===== src/rtl/mvm_result_collector.sv =====
// Two-bank ping-pong collector for mvm result vectors, re-issued on a valid/ready stream.
// Optional build macro MVM_COLLECTOR_RELU_EN clamps negative words to zero on capture.
module mvm_result_collector #(
  parameter int MAT_SCALE  = 8,
  parameter int DATA_WIDTH = 24
) (
  input  logic                         clk,
  input  logic                         reset,
  input  logic                         mvm_done,
  input  logic signed [DATA_WIDTH-1:0] mvm_data,
  output logic signed [DATA_WIDTH-1:0] out_data,
  output logic                         out_valid,
  input  logic                         out_ready,
  output logic                         out_last,
  output logic                         overflow,
  output logic [1:0]                   banks_used
);

  localparam int IDX_W = (MAT_SCALE > 1) ? $clog2(MAT_SCALE) : 1;
  localparam logic [IDX_W-1:0] LAST_IDX = IDX_W'(MAT_SCALE - 1);

  typedef enum logic {IDLE, CAPTURE} state_t;

  state_t                  state, state_nxt;
  logic                    done_q;
  logic [IDX_W-1:0]        wr_idx, rd_idx;
  logic                    wr_bank, rd_bank;
  logic [1:0]              full;
  logic [DATA_WIDTH-1:0]   mem [2][MAT_SCALE];
  logic [DATA_WIDTH-1:0]   wr_word;
  logic                    trigger, handshake, drain_release, bank_free;
  logic                    wr_en, cap_last, drop;

  assign trigger       = mvm_done & ~done_q;
  assign out_valid     = full[rd_bank];
  assign out_data      = mem[rd_bank][rd_idx];
  assign out_last      = out_valid && (rd_idx == LAST_IDX);
  assign handshake     = out_valid & out_ready;
  assign drain_release = handshake && (rd_idx == LAST_IDX);
  // A bank draining its last word on this edge frees it for a trigger on the same edge;
  // with both full, wr_bank equals rd_bank, so the freed bank is the one written next.
  assign bank_free     = ~(full[0] & full[1]) | drain_release;
  assign banks_used    = 2'(full[0]) + 2'(full[1]) + 2'(state == CAPTURE);

`ifdef MVM_COLLECTOR_RELU_EN
  assign wr_word = mvm_data[DATA_WIDTH-1] ? '0 : mvm_data;
`else
  assign wr_word = mvm_data;
`endif

  always_ff @(posedge clk) begin
    if (!reset) state <= IDLE;
    else        state <= state_nxt;
  end

  always_comb begin
    state_nxt = state;
    wr_en     = 1'b0;
    cap_last  = 1'b0;
    drop      = 1'b0;
    case (state)
      IDLE: begin
        if (trigger) begin
          if (bank_free) state_nxt = CAPTURE;
          else           drop      = 1'b1;
        end
      end
      CAPTURE: begin
        wr_en = 1'b1;
        if (wr_idx == LAST_IDX) begin
          cap_last  = 1'b1;
          state_nxt = IDLE;
        end
      end
      default: state_nxt = IDLE;
    endcase
  end

  always_ff @(posedge clk) begin
    if (!reset) begin
      done_q   <= 1'b0;
      wr_idx   <= '0;
      wr_bank  <= 1'b0;
      rd_idx   <= '0;
      rd_bank  <= 1'b0;
      full     <= '0;
      overflow <= 1'b0;
    end else begin
      done_q <= mvm_done;
      if (drop) overflow <= 1'b1;
      if (wr_en) wr_idx <= cap_last ? '0 : wr_idx + 1'b1;
      if (cap_last) begin
        full[wr_bank] <= 1'b1;
        wr_bank       <= ~wr_bank;
      end
      if (handshake) begin
        if (rd_idx == LAST_IDX) begin
          rd_idx        <= '0;
          full[rd_bank] <= 1'b0;
          rd_bank       <= ~rd_bank;
        end else begin
          rd_idx <= rd_idx + 1'b1;
        end
      end
    end
  end

  always_ff @(posedge clk) begin
    if (wr_en) mem[wr_bank][wr_idx] <= wr_word;
  end

endmodule

===== config.mk =====
export PLATFORM = sky130hd
export DESIGN_NAME = mvm_result_collector
export DESIGN_NICKNAME = d
export VERILOG_FILES = /design/src/rtl/mvm_result_collector.sv
export SDC_FILE = /design/constraint.sdc
export NUM_CORES = 1
export LEC_CHECK = 0
export BUFFER_PORTS_ARGS = -buffer_cell sky130_fd_sc_hd__buf_4
export CAP_MARGIN = 25
export CORE_MARGIN = 2
export CORE_UTILIZATION = 60
export DETAILED_ROUTE_END_ITERATION = 8
export PLACE_DENSITY = 0.87
export SKIP_CTS_REPAIR_TIMING = 1
export SLEW_MARGIN = 30
export SYNTH_ARGS = -nofsm -noshare
export SYNTH_HDL_FRONTEND = slang
export SYNTH_SLANG_ARGS = --single-unit

===== constraint.sdc =====
create_clock -name clk -period 3.3 [get_ports clk]
set_input_delay 0.165 -clock clk [delete_from_list [all_inputs] [get_ports clk]]
set_output_delay 0.165 -clock clk [all_outputs]
set_load 0.01 [all_outputs]

# After elaboration in Yosys (flattened, before gate mapping)
# Memories as Yosys holds them, arrays and structs flattened. A register that Yosys moved wholly into a read port is not among the register bits.
# Cells that the tools add are included.
[classes] add_sub_neg=4 magnitude_cmp=7 eq_ne=2 n_mux=31 n_bitwise=14 reduce_logical=6
[ops] op="2-to-1 mux 192 bit" n=1
[ops] op="binary-select mux 24 bit (select 3 bit)" n=1
[ops] op="demux 24 bit (select 3 bit)" n=1
[ops] op="2-to-1 mux 24 bit" n=3
[ops] op="2-to-1 mux 1 bit" n=16
[ops] op="greater-or-equal comparator 4 bit, second input constant" n=2
[ops] op="2-to-1 mux 2 bit" n=4
[ops] op="NOT 3 -> 4 bit" n=2
[ops] op="adder 3 x 1 -> 3 bit, second input constant" n=2
[ops] op="== test 3 bit, second input constant" n=2
[ops] op="2-to-1 mux 3 bit" n=2
[ops] op="logical AND 1 bit" n=5
[ops] op="NOT 1 bit" n=5
[ops] op="< comparator 1 x 2 -> 1 bit, second input constant" n=2
[ops] op="< comparator 4 x 1 -> 1 bit, second input constant" n=1
[ops] op="AND 1 bit" n=3
[ops] op="adder 1 x 1 -> 2 bit" n=1
[ops] op="adder 2 x 1 -> 2 bit" n=1
[ops] op="AND 2 bit" n=1
[ops] op="demux 1 bit (select 1 bit)" n=2
[ops] op="greater-or-equal comparator 1 bit, second input constant" n=2
[ops] op="NOT 2 bit" n=1
[ops] op="OR 2 bit" n=1
[ops] op="one-hot mux 1 bit (2 select lines)" n=1
[ops] op="2 further kinds" n=2
[word_totals] regBits=13 ram_bits=384 inputBits=28 output_inout_bits=29 word_cells=73 n_memories=1
[memory_table] name="mem" depth=2 word_bits=192 read_ports=1 rd_clocked_by_memory_dff=1 write_ports=1 line="29" source="logic [DATA_WIDTH-1:0] mem [2][MAT_SCALE];"

# Depth between registers and ports, before layout
[depth] ltp_word=10 ltp_mapped=6 depth_no_buf=5

# Worst setup path before layout
# No wires, ideal clock.
[synth_path] kind="register to register" start="reg state" end="mem mem[0][100] in the netlist's numbering, enable pin" setup_time_ns=0.435 arrival_ns=2.558 required_ns=2.865 slack_ns=0.307 stages_incl_launch_ff=4 path_buffers=1 period_less_slack_ns=2.993 path_cell_list="dfxtp_1 -> clkbuf_1 -> nand3_1 -> nor3_1"
[synth_via] elab_chain_len=3
[synth_rtl] element="start, declared" line="24" source="state_t state, state_nxt;"
[synth_rtl] element="start signal, assigned" line="53" source="else state <= state_nxt;"
[synth_rtl] element="2-to-1 mux 1 bit" line="61" source="case (state)"
[synth_rtl] element="2-to-1 mux 1 bit" line="109" source="if (wr_en) mem[wr_bank][wr_idx] <= wr_word;"
[synth_rtl] element="2-to-1 mux 192 bit (not written as such)" line="109"
[synth_rtl] element="end, declared" line="29"
# Every way passes these cells.

# Worst setup path after layout
[layout_path] start="reg rd_idx[0]" end="out out_data[22]"
[layout_via] elab_chain_len=4
[layout_rtl] element="start, declared" line="26" source="logic [IDX_W-1:0] wr_idx, rd_idx;"
[layout_rtl] element="start signal, assigned" line="102" source="rd_idx <= rd_idx + 1'b1;"
[layout_rtl] element="NOT 3 -> 4 bit (not written as such)" line="36" source="assign out_data = mem[rd_bank][rd_idx];"
[layout_rtl] element="binary-select mux 24 bit (select 3 bit)" line="36"
[layout_rtl] element="2-to-1 mux 24 bit (not written as such) (2 in a row)" line="36"
[layout_rtl] element="end, declared" line="11" source="output logic signed [DATA_WIDTH-1:0] out_data,"
# Every way passes these cells. The select of a mux whose other input is x is not followed.

==> metrics <==
status complete, but fails checks; violations in the final reports negative hold slack; Clock Sinks 398; flip-flop cell with the highest count after synthesis sky130_fd_sc_hd__edfxtp_1; CTS H-Tree Depth 2; Worst Hold Launch mvm_data[11]; Post-synth ARST share 0%; number of I/O port buffers 56; biggest cell delay along the critical path 0.74 ns; Reg clk slew, reported paths 0.07 ns; chip width 162.5 um; RSZ-0062 raised after global routing false; maximum number of pins on one net before global-route repair 51; Critical Path, Cell by Cell buf_12 > mux4_2 > a22oi_1 > nand2_1 > buf_4; number of ports placed on the die boundary 57; Root Buffer sky130_fd_sc_hd__clkbuf_16; portion of the post-synthesis area used by sequential elements 78.40%; Max transition margin 35.10%; r2r endpoint mem[0][114]; cell count of the worst hold path 1; clock tree from TritonCTS done; total of warnings raised by yosys 0; number of global-route vias before repair 8123; worst hold path endpoint mem[1][179]; Critical Path End Type output port; fin crit share 86.66%; cell area power density 570.5 nW/um2; HPWL Detailed 19190 um; Critical Path AT 2.69 ns; CP Buf/Inv Count 2; leading area contributor after synthesis sky130_fd_sc_hd__edfxtp_1; library cells used by synthesis 31; synthesis-to-finish area growth 16.04%; clk buf depth 3; internal power 0.008049 W; Post-DP Area 16090 um2; setup total negative slack 0 ns; critical path's top delay family flip-flops; launch point of the worst reg-to-reg path state; number of search-and-repair iterations in the first detailed-routing pass 5; layout filler cell count 1311; worst hold slack across all endpoints -0.01893 ns; vias after detailed routing 7725; clk_lat worst skew 0.50 ns; combined flip-flop and latch cell area 11820 um2; DRT antenna net count 0; most instantiated cells after synthesis sky130_fd_sc_hd__edfxtp_1, sky130_fd_sc_hd__mux4_2, sky130_fd_sc_hd__a22oi_1, sky130_fd_sc_hd__nand2_1, sky130_fd_sc_hd__clkbuf_1; area of combinational cells with multiple inputs 3112 um2; type of the worst min-delay path in -> reg; antenna violations before repair 0; global routing usage summed across all routing layers 27.57%; Fin. Hold Viols 27; portion of total power attributed to combinational logic 2.6%; total power 0.009973 W; flop-to-flop setup slack 0.72 ns; CP required 3.13 ns; syn nets 711; maximum vdd drop 0.3713 mV; Syn Area/Cell 22.22 um2; post-detailed-routing wire length 35070 um; combined area of all synthesized cells 15070 um2; switching pwr 0.001924 W; #FFs+latches synth 398; MaxCap Viol Count 0; initial detailed-routing violation count 1044; largest driver fanout on the critical path 50; cell with the most instances after synthesis sky130_fd_sc_hd__edfxtp_1; Sw Ratio 19.29%; number of synthesized flops with an enable pin 384; GP Congestion 0.8699; fraction of final layout cells with drive strength greater than 1 31.62%; residual overflow from global routing 0; Max Clock Freq 349.7 MHz; slowest CP cell sky130_fd_sc_hd__dfxtp_4; core box area 24460 um2; DIE AREA 26390 um2; Final min period 2.860 ns; worst reg-to-reg path cell count 3; Final Slew Violations 0; final routed DRC violation total 0; gate count of the mapped netlist 678; floorplan die height 162.5 um; kind of start point of the critical path register; area share of the leading cell type in the synthesized netlist 76.54%; via-per-instance ratio 6.759; largest clock skew in the final design 0.01161 ns; Area contributors post-synth sky130_fd_sc_hd__edfxtp_1, sky130_fd_sc_hd__mux4_2, sky130_fd_sc_hd__a22oi_1; register share of total power 56.0%; final setup violating endpoints 0; std cell rows 57; part of the power in the clock network 41.3%; drt wl/cell 30.68 um; Nets 828; transition time of the tightest slew-check pin 0.9683 ns; Diodes inserted 0; initial cell density of the core 61.59%; wire length of the first global-routing pass 52270 um; Crit Path Class reg -> out; final instance area 17480 um2; leakage component of the power 5.537 nW; CTS Buf Count 37
[metal layers]
layer  GRT usage (%)  wire [um]
met1           36.95      12170
met2           45.67      17830
met3           5.653       3797
met4           10.46       1268
met5               0          0
[placed cells by master, fill, tap and decap left out, drive strengths merged, types with 5 or more instances in the layout]
| master | netlist | routed |
|---|---|---|
| clkinv | 0 | 12 |
| edfxtp | 384 | 384 |
| nor2 | 20 | 20 |
| nand2 | 28 | 28 |
| dfxtp | 14 | 14 |
| a21oi | 7 | 7 |
| mux4 | 96 | 96 |
| a22oi | 48 | 48 |
| dlygate4sd3 | 0 | 24 |
| clkbuf | 21 | 43 |
| inv | 4 | 5 |
| buf | 15 | 90 |
[stage by stage]
stage               setup WS (ns)  std cells  utilization [%]
floorplan                  0.3068        678                -
global placement            1.008       1056            65.77
detailed placement         0.8304       1056            65.77
CTS                        0.4670       1119            70.48
global route               0.3183       1143            71.46
finish                     0.4402       1143            71.46
[cell type report]
cell class                      count  share of cell area [%]
Clock buffer                       43                   5.425
Sequential cell                   398                   67.61
Tap cell                          324                   2.319
Clock inverter                     20                   1.167
Multi-Input combinational cell    240                   17.80
Inverter                            4                 0.08589
Timing Repair Buffer              114                   5.597
[cells by family after synthesis]
kind of cell / synth area share [%]
flops: 78.40
mux: 14.55
simple gates: 2.168
compound gates: 3.031
buf+inv: 1.329
fa+ha+maj: 0.4651
xor+xnor: 0.05815
[how the worst max path moves through the flow]
stage	from	endpoint	slack, ns	cells past startpoint
finish	rd_idx[0]	out_data[22]	0.44	5
CTS	register	out_data[2]	0.47	5
global route	register	out_data[22]	0.32	5
floorplan	state	mem[0][100]	0.31	3
global placement	state	mem[1][172]	1.01	3
detailed placement	state	mem[0][109]	0.83	3
[worst reg2reg max path, cell delays in order (launching register included)]
cell	delay (ns)
sky130_fd_sc_hd__dfxtp_1	0.70
sky130_fd_sc_hd__nand3_1	0.36
sky130_fd_sc_hd__nor3_2	0.82
sky130_fd_sc_hd__buf_4	0.37
[power groups by stage]
stage,Clock (W),Sequential [W],Combinational (W)
after global routing,0.00431,0.00559,0.000280
final,0.00412,0.00559,0.000262
after global placement,0,0.00569,0.000213
after detailed placement,0,0.00569,0.000230
after floorplan,0,0.00569,0.0000834
after CTS,0.00416,0.00559,0.000235
[registers in the layout, indices dropped and copies added (netlist names), named ones only]
signal,flops
wr_bank,1
done_q,1
rd_bank,1
rd_idx,3
state,1
wr_idx,3
overflow,1
full,2
mem,384
Note: power is estimated with default switching activity, not from simulation.
